==> config.mk <==
export PLATFORM = sky130hd
export DESIGN_NAME = sn_stream_decoder
export DESIGN_NICKNAME = d
export VERILOG_FILES = /design/src/rtl/sn_pkg.sv /design/src/rtl/sn_scale.sv /design/src/rtl/sn_stream_decoder.sv
export SDC_FILE = /design/constraint.sdc
export NUM_CORES = 1
export LEC_CHECK = 0
export CAP_MARGIN = 20
export CORE_UTILIZATION = 63
export CTS_CLUSTER_DIAMETER = 60
export DETAILED_ROUTE_END_ITERATION = 8
export PLACE_DENSITY = 0.94
export SYNTH_ARGS = -nofsm -noshare
export SYNTH_HDL_FRONTEND = slang
export SYNTH_SLANG_ARGS = --single-unit
==> constraint.sdc <==
create_clock -name clk -period 6.2 [get_ports clk]
set_input_delay 1.24 -clock clk [delete_from_list [all_inputs] [get_ports clk]]
set_output_delay 1.24 -clock clk [all_outputs]
set_load 0.05 [all_outputs]
==> src/rtl/sn_pkg.sv <==
`default_nettype none
// ============================================================================
// Module      : sn_pkg
// Description : Shared types, constants and helpers for stochastic-number
//               (SN) bitstream decoders.
// Revision    : 1.0 - initial release
// ============================================================================
package sn_pkg;

    localparam int SN_CNT_W    = 9;  // counters must hold 0..256
    localparam int SN_MAX_LOG2 = 8;  // largest window is 2^8 bits
    localparam int SN_OUT_W    = 8;  // scaled result width

    typedef enum logic [0:0] {
        IDLE  = 1'b0,
        ACCUM = 1'b1
    } sn_state_t;

    // Window length N = 2^(win_sel+1), i.e. 2..256
    function automatic logic [SN_CNT_W-1:0] sn_win_len(input logic [2:0] win_sel);
        sn_win_len = {{(SN_CNT_W-1){1'b0}}, 1'b1} << ({1'b0, win_sel} + 4'd1);
    endfunction

endpackage
`default_nettype wire

==> src/rtl/sn_scale.sv <==
`default_nettype none
// ============================================================================
// Module      : sn_scale
// Description : Combinational scaling of an SN ones-count to an 8-bit value.
//               Unipolar gives an unsigned fraction of 256, bipolar gives a
//               two's complement value in -128..+127; both saturate at the top.
// Revision    : 1.0 - initial release
// ============================================================================
module sn_scale
    import sn_pkg::*;
(
    input  logic [SN_CNT_W-1:0] ones,
    input  logic [3:0]          l,
    input  logic                bipolar,
    output logic [SN_OUT_W-1:0] value
);

    logic [16:0]        w_uni;
    logic [16:0]        w_bip;
    logic signed [17:0] w_t;
    logic signed [17:0] w_half;

    // Shift the count up to full scale, recentre for bipolar, then saturate
    always_comb begin
        w_uni  = {8'd0, ones} << (4'(SN_MAX_LOG2) - l);
        w_bip  = {8'd0, ones} << (4'(SN_MAX_LOG2) + 4'd1 - l);
        w_t    = $signed({1'b0, w_bip}) - 18'sd256;
        w_half = w_t >>> 1;
        value  = '0;
        if (bipolar) begin
            value = (w_half > 18'sd127) ? 8'h7F : w_half[7:0];
        end else begin
            value = (w_uni > 17'd255) ? 8'hFF : w_uni[7:0];
        end
    end

endmodule
`default_nettype wire

==> src/rtl/sn_stream_decoder.sv <==
`default_nettype none
// ============================================================================
// Module      : sn_stream_decoder
// Description : Counts 1s in a serial SN bitstream over a 2..256-bit window
//               and presents count plus scaled value on a valid/ready port.
//               Supports single-shot and gapless continuous windows.
// Revision    : 1.0 - initial release
// ============================================================================
module sn_stream_decoder
    import sn_pkg::*;
#(
    parameter int OUT_W = 8
) (
    input  logic                clk,
    input  logic                rst_n,
    input  logic                start,
    input  logic                cont,
    input  logic [2:0]          win_sel,
    input  logic                bipolar,
    input  logic                sn_valid,
    input  logic                sn_bit,
    output logic                res_valid,
    input  logic                res_ready,
    output logic [SN_CNT_W-1:0] res_count,
    output logic [OUT_W-1:0]    res_value,
    output logic                busy,
    output logic                overrun
);

    sn_state_t             r_state;
    sn_state_t             w_state_nxt;
    logic                  r_cont;
    logic [2:0]            r_win;
    logic                  r_bip;
    logic [SN_CNT_W-1:0]   r_bit_cnt;
    logic [SN_CNT_W-1:0]   r_ones_cnt;
    logic                  r_res_valid;
    logic [SN_CNT_W-1:0]   r_res_count;
    logic [OUT_W-1:0]      r_res_value;
    logic                  r_overrun;

    logic [SN_CNT_W-1:0]   w_bit_inc;
    logic [SN_CNT_W-1:0]   w_ones_inc;
    logic                  w_done;
    logic [3:0]            w_l;
    logic [SN_OUT_W-1:0]   w_scaled;

    assign w_l = {1'b0, r_win} + 4'd1;

    // Scale the count including the current bit, so it is ready to load on completion
    sn_scale u_scale (
        .ones    (w_ones_inc),
        .l       (w_l),
        .bipolar (r_bip),
        .value   (w_scaled)
    );

    // State register
    always_ff @(posedge clk or posedge rst_n) begin
        if (rst_n) begin
            r_state <= IDLE;
        end else begin
            r_state <= w_state_nxt;
        end
    end

    // Next state and window-completion detect
    always_comb begin
        w_state_nxt = r_state;
        w_done      = 1'b0;
        w_bit_inc   = r_bit_cnt + {{(SN_CNT_W-1){1'b0}}, 1'b1};
        w_ones_inc  = r_ones_cnt + {{(SN_CNT_W-1){1'b0}}, sn_bit};
        case (r_state)
            IDLE: begin
                if (start) begin
                    w_state_nxt = ACCUM;
                end
            end
            ACCUM: begin
                if (sn_valid && (w_bit_inc == sn_win_len(r_win))) begin
                    w_done = 1'b1;
                    if (!r_cont) begin
                        w_state_nxt = IDLE;
                    end
                end
            end
            default: w_state_nxt = IDLE;
        endcase
    end

    // Config capture and window counters
    always_ff @(posedge clk or posedge rst_n) begin
        if (rst_n) begin
            r_cont     <= 1'b0;
            r_win      <= 3'd0;
            r_bip      <= 1'b0;
            r_bit_cnt  <= '0;
            r_ones_cnt <= '0;
        end else if ((r_state == IDLE) && start) begin
            r_cont     <= cont;
            r_win      <= win_sel;
            r_bip      <= bipolar;
            r_bit_cnt  <= '0;
            r_ones_cnt <= '0;
        end else if ((r_state == ACCUM) && sn_valid) begin
            if (w_done) begin
                r_bit_cnt  <= '0;
                r_ones_cnt <= '0;
            end else begin
                r_bit_cnt  <= w_bit_inc;
                r_ones_cnt <= w_ones_inc;
            end
        end
    end

    // Result holding register with valid/ready handshake; a completion that
    // finds an unaccepted result is dropped and flagged instead
    always_ff @(posedge clk or posedge rst_n) begin
        if (rst_n) begin
            r_res_valid <= 1'b0;
            r_res_count <= '0;
            r_res_value <= '0;
            r_overrun   <= 1'b0;
        end else begin
            r_overrun <= 1'b0;
            if (w_done) begin
                if (!r_res_valid || res_ready) begin
                    r_res_valid <= 1'b1;
                    r_res_count <= w_ones_inc;
                    r_res_value <= w_scaled;
                end else begin
                    r_overrun <= 1'b1;
                end
            end else if (r_res_valid && res_ready) begin
                r_res_valid <= 1'b0;
            end
        end
    end

    assign res_valid = r_res_valid;
    assign res_count = r_res_count;
    assign res_value = r_res_value;
    assign busy      = (r_state == ACCUM);
    assign overrun   = r_overrun;

endmodule
`default_nettype wire

### Word level (Yosys, flattened, before mapping)

Cells that the tools add are included.

* muxes and demuxes: 20
* reduce and logical (&&, ||, !) cells: 10
* eq/ne operators: 2
* add/subtract/negate cells: 6
* order comparisons: 2
* shifts and indexed selects: 3
* bitwise operators: 1

Operators by type and width (count)
* 9-bit 2-to-1 mux: 6
* 17-bit by 8-bit > comparator with 1-bit output, second input constant: 2
* 9-bit by 4-bit left shift with 17-bit output: 2
* 8-bit 2-to-1 mux: 3
* 17-bit by 9-bit subtractor with 18-bit output, second input constant: 1
* 1-bit 2-to-1 mux: 10
* 9-bit by 1-bit adder with 9-bit output: 1
* 9-bit by 1-bit adder with 9-bit output, second input constant: 1
* 9-bit equality test: 1
* 1-bit by 4-bit left shift with 9-bit output, first input constant: 1
* 4-bit subtractor, first input constant: 2
* 3-bit by 1-bit adder with 4-bit output, second input constant: 1
* 1-bit logical AND: 4
* 2-bit AND reduction: 2
* 2-bit nonzero test: 2
* 2-bit by 1-bit inequality test with 1-bit output, second input constant: 1
* 1-bit one-hot mux with 2 select lines: 1
* 1-bit logical NOT: 1
* 1-bit logical OR: 1
* 1-bit inverter: 1

* output and inout port bits: 20
* bits in registers: 43

### Longest topological paths before layout

Gate-level depths: netlist of the first run.

* depth after elaboration: 9
* mapped depth: 17

### Modules after synthesis

From an unflattened synthesis of the first run, not the netlist that was laid out.

* cell total of the unflattened synthesis: 402
* area, all modules: 3808.7 sq um

By module, submodules not included
* sn_stream_decoder: instances 1, area each 2376.0 sq um, cells each 218
* sn_scale: instances 1, area each 1432.6 sq um, cells each 184

### Least setup slack after synthesis of the first run

Ideal clock, no wire load.

* kind: in2reg
* start point: in sn_bit
* end point: reg r_res_value[1] (netlist: res_value[1])
* cell stages on the path: 15
* path slack: 2.172 ns
* library setup time: 0.144 ns
* arrival time: 3.883 ns
* buffers on the path: 1
* path through: ha_1 ha_1 clkbuf_1 a21oi_1 nor3_1 a211oi_1 nand3b_1 a211oi_2 inv_1 ha_1 inv_1 o21ai_0 o21a_1 o2bb2ai_1 a31oi_1

* word-level cells in the longest chain between the ends: 6

Ends and longest elaborated chain
* from (decl): RTL line sn_stream_decoder.sv:21 `input logic sn_bit,`
* 9-bit by 1-bit adder with 9-bit output *: RTL line sn_stream_decoder.sv:72 `w_ones_inc = r_ones_cnt + {{(SN_CNT_W-1){1'b0}}, sn_bit};`
* 9-bit by 4-bit left shift with 17-bit output: RTL line sn_scale.sv:26 `w_bip = {8'd0, ones} << (4'(SN_MAX_LOG2) + 4'd1 - l);`
* 17-bit by 9-bit subtractor with 18-bit output: RTL line sn_scale.sv:27 `w_t = $signed({1'b0, w_bip}) - 18'sd256;`
* 17-bit by 8-bit > comparator with 1-bit output: RTL line sn_scale.sv:31 `value = (w_half > 18'sd127) ? 8'h7F : w_half[7:0];`
* 8-bit 2-to-1 mux: RTL line sn_scale.sv:31
* 8-bit 2-to-1 mux *: RTL line sn_scale.sv:30 `if (bipolar) begin`
* to (signal assigned): RTL line sn_stream_decoder.sv:130 `r_res_value <= w_scaled;`
* to (decl): RTL line sn_stream_decoder.sv:39 `logic [OUT_W-1:0] r_res_value;`

Every way passes the cells marked *; elsewhere a longest branch is shown, timed or not.
A chain may end at the register's enable or synchronous reset.

### Final worst setup path of the first run

* start point: reg r_win[0]
* end point: reg r_res_value[0] (netlist: res_value[0])

* word-level cells in the longest chain between the ends: 7

Ends and longest elaborated chain
* from (decl): RTL line sn_stream_decoder.sv:33 `logic [2:0] r_win;`
* from (signal assigned): RTL line sn_stream_decoder.sv:101 `r_win <= win_sel;`
* 3-bit by 1-bit adder with 4-bit output *: RTL line sn_pkg.sv:21, sn_stream_decoder.sv:48
* 4-bit subtractor or 1-bit by 4-bit left shift with 9-bit output (tied branches): RTL line sn_scale.sv:26, sn_pkg.sv:21
* 9-bit by 4-bit left shift with 17-bit output or 9-bit equality test (tied branches): RTL line sn_scale.sv:26, sn_stream_decoder.sv:80
* 17-bit by 9-bit subtractor with 18-bit output or 1-bit logical AND (tied branches): RTL line sn_scale.sv:27, sn_stream_decoder.sv:80
* 17-bit by 8-bit > comparator with 1-bit output or 1-bit 2-to-1 mux (tied branches): RTL line sn_scale.sv:31, sn_stream_decoder.sv:80
* 8-bit 2-to-1 mux or 1-bit 2-to-1 mux (tied branches): RTL line sn_scale.sv:31, sn_stream_decoder.sv:73
* 8-bit 2-to-1 mux or 2-bit AND reduction (tied branches)

Marks and branches as above.

==> results.json, run 1 <==
{
  "status": "finished clean",
  "min_period_over_period_pct": 82.8,
  "crit_fanout": 37,
  "min_to": "res_count[4]$_DFFE_PP0P_",
  "critPathBufInv": 3,
  "avgViaCountPerCell": 6.61,
  "max_stage_delay_ns": 1.05,
  "drive_gt1_share_pct": 7.04,
  "dr_total_vias": 3574,
  "holdPathStages": 2,
  "timing.rr.end": "res_value[0]$_DFFE_PP0P_",
  "dp_hpwl_um": 7150,
  "r2r_start": "r_win[0]$_DFFE_PP0P_",
  "port_buffers": 30,
  "synth_seq_cells": 43,
  "rsz0062_at_grt": "false",
  "finalSetupViolations": 0,
  "syn-num-nets": 475,
  "die_w_um": 77.5,
  "timing.slew.headroom_pct": 28.5,
  "grtUsageTotal_pct": 34.6,
  "cts.sinks": 43,
  "seq_area_frac_synth_pct": 30.0,
  "drcViolationCount": 0,
  "grt_pass1_vias": 3453,
  "dr.pass1.iters": 5,
  "worstPathCellList": "inv_1, ha_1, clkinv_1, ha_1, nor2_1, nand3_1, o21ai_0, a31oi_1, ha_1, inv_1, o21ai_0, o21a_1, o2bb2ai_1, a31oi_1",
  "drt.antenna.violating_nets": 0,
  "hp-start": "res_count[4]$_DFFE_PP0P_",
  "start_util_pct": 65.1,
  "synth_cell_types": 72,
  "crit_top_cell": "ha_1",
  "yosys_warnings": 0,
  "synth.most_common_cell": "nand2_1",
  "area_growth_pct": 12.0,
  "syn_area_um2": 3590,
  "clock_path_buffers": 2,
  "antenna_found_initial": 0,
  "clock_latency_ns": 0.30,
  "synthFlopType": "dfrtp_1",
  "post_cts_resized": 0,
  "grt_pass1_wl_um": 16600,
  "syn_inst": 449,
  "critical_path_required_ns": 6.35,
  "rr_worst_depth": 14,
  "clk_pin_slew_ns": 0.08,
  "cp-start-kind": "flip-flop",
  "netlist_top_cells_area": "dfrtp_1, o21ai_0, nand2_1",
  "max_freq_mhz": 195,
  "fp.coreArea_um2": 5510,
  "crit_type": "reg2reg",
  "endpoint_kind": "flip-flop",
  "drt_iter0_drc": 454,
  "async_reset_ff_share_pct": 100,
  "synth_area_per_cell_um2": 7.99,
  "max-cap-violations": 0,
  "final_nets": 494,
  "synth_commonest_cells": "nand2_1, o21ai_0, dfrtp_1",
  "holdBufCountCts": 0,
  "skew_ns": 0.00748,
  "grt_start_max_net_pins": 44,
  "wl_per_cell_um": 17.7,
  "regToRegSetupSlack_ns": 1.06,
  "crit_family": "adder cells",
  "synthDominantCellAreaShare_pct": 30.0,
  "worst_pin_slew_ns": 1.07,
  "postCtsSetupBuffers": 0,
  "wirelength_um": 9600,
  "cts-root-buf": "clkbuf_8",
  "cts_tree": "done",
  "hold_viol": 0,
  "yosysTopAreaCell": "dfrtp_1",
  "dieArea_um2": 6000,
  "hold_path_class": "reg2reg",
  "htreeDepth": 2,
  "arrival_ns": 5.28,
  "timing.final.crit_period_ns": 5.14,
  "cts_buffers": 5,
  "rows": 27,
  "grt_overflow": 0,
  "ios": 31,
  "die_h_um": 77.5,
  "slew_viol_final": 0,
  "setup_tns_ns": 0,
  "synth_edf_count": 0,
  "place.gp.congestion": 0.980,
  "crit_path_top_delay_cell": "dfrtp_1",
  "insertedDiodeCount": 0
}
==> cell type report <==
cell class / instances / area, um2
multi-input cells: 364 / 2330
well taps: 72 / 90.1
clock buffers: 8 / 100
inverters: 16 / 60.1
fillers: 432 / 1490
repair buffers: 38 / 360
flip-flops and latches: 43 / 1080
==> cells by family after synthesis <==
group	count (synthesis)	synth area share, %
AOI/OAI and AO/OA	161	29.4
xor gates and xnor gates	19	5.69
adders and majority gates	15	5.23
buffers and inverters	42	4.99
DFF	43	30.0
muxes	4	1.26
and+or+nand+nor	165	23.4
==> how the worst max path moves through the flow <==
| stage | from | end | slack [ns] | cells past startpoint |
|---|---|---|---|---|
| final | r_win[0]$_DFFE_PP0P_ | res_value[0]$_DFFE_PP0P_ | 1.06 | 14 |
| after global routing | r_win[0]$_DFFE_PP0P_ | res_value[3]$_DFFE_PP0P_ | 0.56 | 14 |
| after CTS | r_win[0]$_DFFE_PP0P_ | res_value[0]$_DFFE_PP0P_ | 1.22 | 14 |
| after detailed placement | sn_bit | res_value[0]$_DFFE_PP0P_ | 1.11 | 13 |
| after global placement | r_win[0]$_DFFE_PP0P_ | res_value[3]$_DFFE_PP0P_ | 1.17 | 13 |
| after floorplan | sn_bit | res_value[1]$_DFFE_PP0P_ | 2.17 | 15 |
==> cells in the final DEF, fill, tap and decap left out, drive strengths merged, types with 5 or more instances in the layout <==
| master | n |
|---|---|
| inv | 14 |
| dfrtp | 43 |
| or3 | 5 |
| o21ai | 48 |
| a31oi | 12 |
| o22ai | 17 |
| nand2 | 58 |
| o31ai | 9 |
| nand2b | 8 |
| buf | 8 |
| nor3 | 11 |
| and3 | 5 |
| xnor2 | 13 |
| nand3 | 15 |
| clkdlybuf4s50 | 30 |
| a211oi | 7 |
| nor2 | 33 |
| ha | 15 |
| a21oi | 26 |
| nor2b | 5 |
| clkbuf | 8 |
==> worst min-delay path: stages, from the launching register on <==
cell,delay (ns)
dfrtp_1,0.35
nand2_1,0.05
nand2_1,0.05
==> state kept, by name, summed over array words and instances (netlist names), 3 cells and up <==
register    cells
r_ones_cnt      9
res_count       9
r_bit_cnt       9
res_value       8
r_win           3
==> metal layers <==
layer | vias to the layer above | global-route usage, % | part of all wire (%) | wire (um)
met4 | 0 | 11.5 | 2.4 | 230
met2 | 204 | 57.5 | 47 | 4540
met1 | 1641 | 46.3 | 42 | 3990
li1 | 1702 | - | - | -
met3 | 27 | 4.71 | 8.7 | 832
met5 | - | 0 | 0 | 0
==> metrics by stage <==
step	setup WS [ns]	area, um2	util (%)	hold slack (ns)	instances
floorplan	2.17	3590	-	0.472	449
global placement	1.17	3920	71.2	0.450	533
detailed placement	1.11	3920	71.2	0.458	533
CTS	1.22	4020	73.0	0.478	541
global route	0.558	4020	73.0	0.503	541
finish	1.06	4020	73.0	0.474	541
Power of run 1 is not shown: default switching activity piles up to over one toggle a cycle in this logic, so the estimate is an artifact.
==> inputs of run 2 (changes only) <==
- CORE_UTILIZATION: 63 -> 59
- PLACE_DENSITY: 0.94 -> 0.89
- clock period: 6.2 -> 5 ns (I/O delays scaled with it)
==> results.json, run 2 (synthesis gave the netlist of run 1 again) <==
{
  "status": "finished with violations",
  "violations": "DRC",
  "max-cap-violations": 0,
  "drt_iter0_drc": 400,
  "hold_path_class": "reg2reg",
  "insertedDiodeCount": 0,
  "timing.final.crit_period_ns": 4.39,
  "skew_ns": 0.00637,
  "htreeDepth": 2,
  "dr_total_vias": 3614,
  "grt_pass1_vias": 3027,
  "clk_pin_slew_ns": 0.08,
  "drcViolationCount": 1,
  "clock_path_buffers": 2,
  "layout_commonest_cell": "nand2_1",
  "setup_tns_ns": 0,
  "postCtsSetupBuffers": 0,
  "max_freq_mhz": 228,
  "dieArea_um2": 6400,
  "die_h_um": 80.0,
  "avgViaCountPerCell": 6.63,
  "cts.sinks": 43,
  "cts_buffers": 5,
  "grt_pass1_wl_um": 15200,
  "slew_viol_final": 0,
  "drt.antenna.violating_nets": 0,
  "drive_gt1_share_pct": 7.45,
  "dr.pass1.iters": 7,
  "clock_latency_ns": 0.30,
  "area_growth_pct": 12.2,
  "ios": 31,
  "finalSetupViolations": 0,
  "start_util_pct": 60.9,
  "worst_pin_slew_ns": 0.935,
  "grt_overflow": 0,
  "fillCellCount": 503,
  "cp-start-kind": "primary input",
  "cts-root-buf": "clkbuf_8",
  "place.gp.congestion": 0.932,
  "critical_path_required_ns": 5.19,
  "hold_viol": 0,
  "wirelength_um": 9520,
  "post_cts_resized": 0,
  "port_buffers": 30,
  "endpoint_kind": "flip-flop",
  "antenna_found_initial": 0,
  "crit_type": "in2reg",
  "fp.coreArea_um2": 5890,
  "min_period_over_period_pct": 87.8,
  "final_cell_mix": "nand2_1, o21ai_0, dfrtp_1, nor2_1, clkdlybuf4s50_1",
  "holdBufCountCts": 0,
  "arrival_ns": 4.58,
  "final_nets": 496,
  "crit_fanout": 14,
  "rsz0062_at_grt": "false",
  "cts_tree": "done",
  "grt_start_max_net_pins": 44,
  "postLayoutCoreUtil_pct": 68.4,
  "wl_per_cell_um": 17.5,
  "die_w_um": 80.0,
  "rows": 28,
  "grtUsageTotal_pct": 31.0,
  "timing.slew.headroom_pct": 37.4,
  "dp_hpwl_um": 6920
}
-- run 2: cell count changes in the layout (fill, tap and decap cells not counted), sizes merged --
cell    before  now
buf          8   10
clkbuf       8    6
clkinv       2    3
-- run 2: area by class of cell --
| type | count | area (um2) | area share, % |
|---|---|---|---|
| Clock buffer | 6 | 82.6 | 2.05 |
| Timing Repair Buffer | 40 | 375 | 9.33 |
| Multi-Input combinational cell | 364 | 2330 | 57.9 |
| Tap cell | 75 | 93.8 | 2.33 |
| Sequential cell | 43 | 1080 | 26.7 |
| Inverter | 16 | 60.1 | 1.49 |
| Clock inverter | 1 | 5.00 | 0.124 |
-- run 2: metrics by stage --
step / hold slack, ns / instance area, um2 / setup slack (ns) / cells
after floorplan: 0.472 / 3590 / 1.21 / 449
after CTS: 0.480 / 4030 / 0.710 / 545
after global placement: 0.454 / 3940 / 0.525 / 538
after detailed placement: 0.462 / 3940 / 0.394 / 538
final: 0.479 / 4030 / 0.610 / 545
after global routing: 0.504 / 4030 / 0.279 / 545
-- run 2: path summary, 6_finish.rpt --
path | startpoint | endpoint | slack (ns) | cells past startpoint
max in group asynchronous | rst_n | res_value[6]$_DFFE_PP0P_ | 3.48 | 3
worst max register to register | r_win[1]$_DFFE_PP0P_ | res_value[7]$_DFFE_PP0P_ | 0.96 | 16
worst min-delay path | res_count[4]$_DFFE_PP0P_ | res_count[4]$_DFFE_PP0P_ | 0.48 | 2
min in group asynchronous | rst_n | r_bit_cnt[3]$_DFFE_PP0P_ | 1.14 | 3
worst max-delay path | sn_bit | res_value[7]$_DFFE_PP0P_ | 0.61 | 17
worst min register to register | res_count[4]$_DFFE_PP0P_ | res_count[4]$_DFFE_PP0P_ | 0.48 | 2
-- run 2: per-layer routing --
metal	GRT usage [%]	part of all wire, %	vias to the layer above
li1	-	-	1706
met4	11.1	2.2	0
met3	6.06	7.3	28
met5	0	0	-
met1	43.4	44	1706
met2	47.4	46	174
-- run 2: worst max-delay path, cell delays in order --
cell	delay [ns]
clkdlybuf4s50_1	0.49
ha_1	0.16
ha_1	0.46
nand2_1	0.15
a211oi_1	0.32
nand3b_1	0.27
nor3_1	0.07
a21oi_1	0.11
o21ai_0	0.13
a31oi_1	0.32
ha_1	0.20
inv_1	0.03
o21ai_0	0.24
o31ai_1	0.12
o2bb2ai_1	0.13
buf_4	0.16
a31o_1	0.20
Power of run 2 is left out for the same reason.
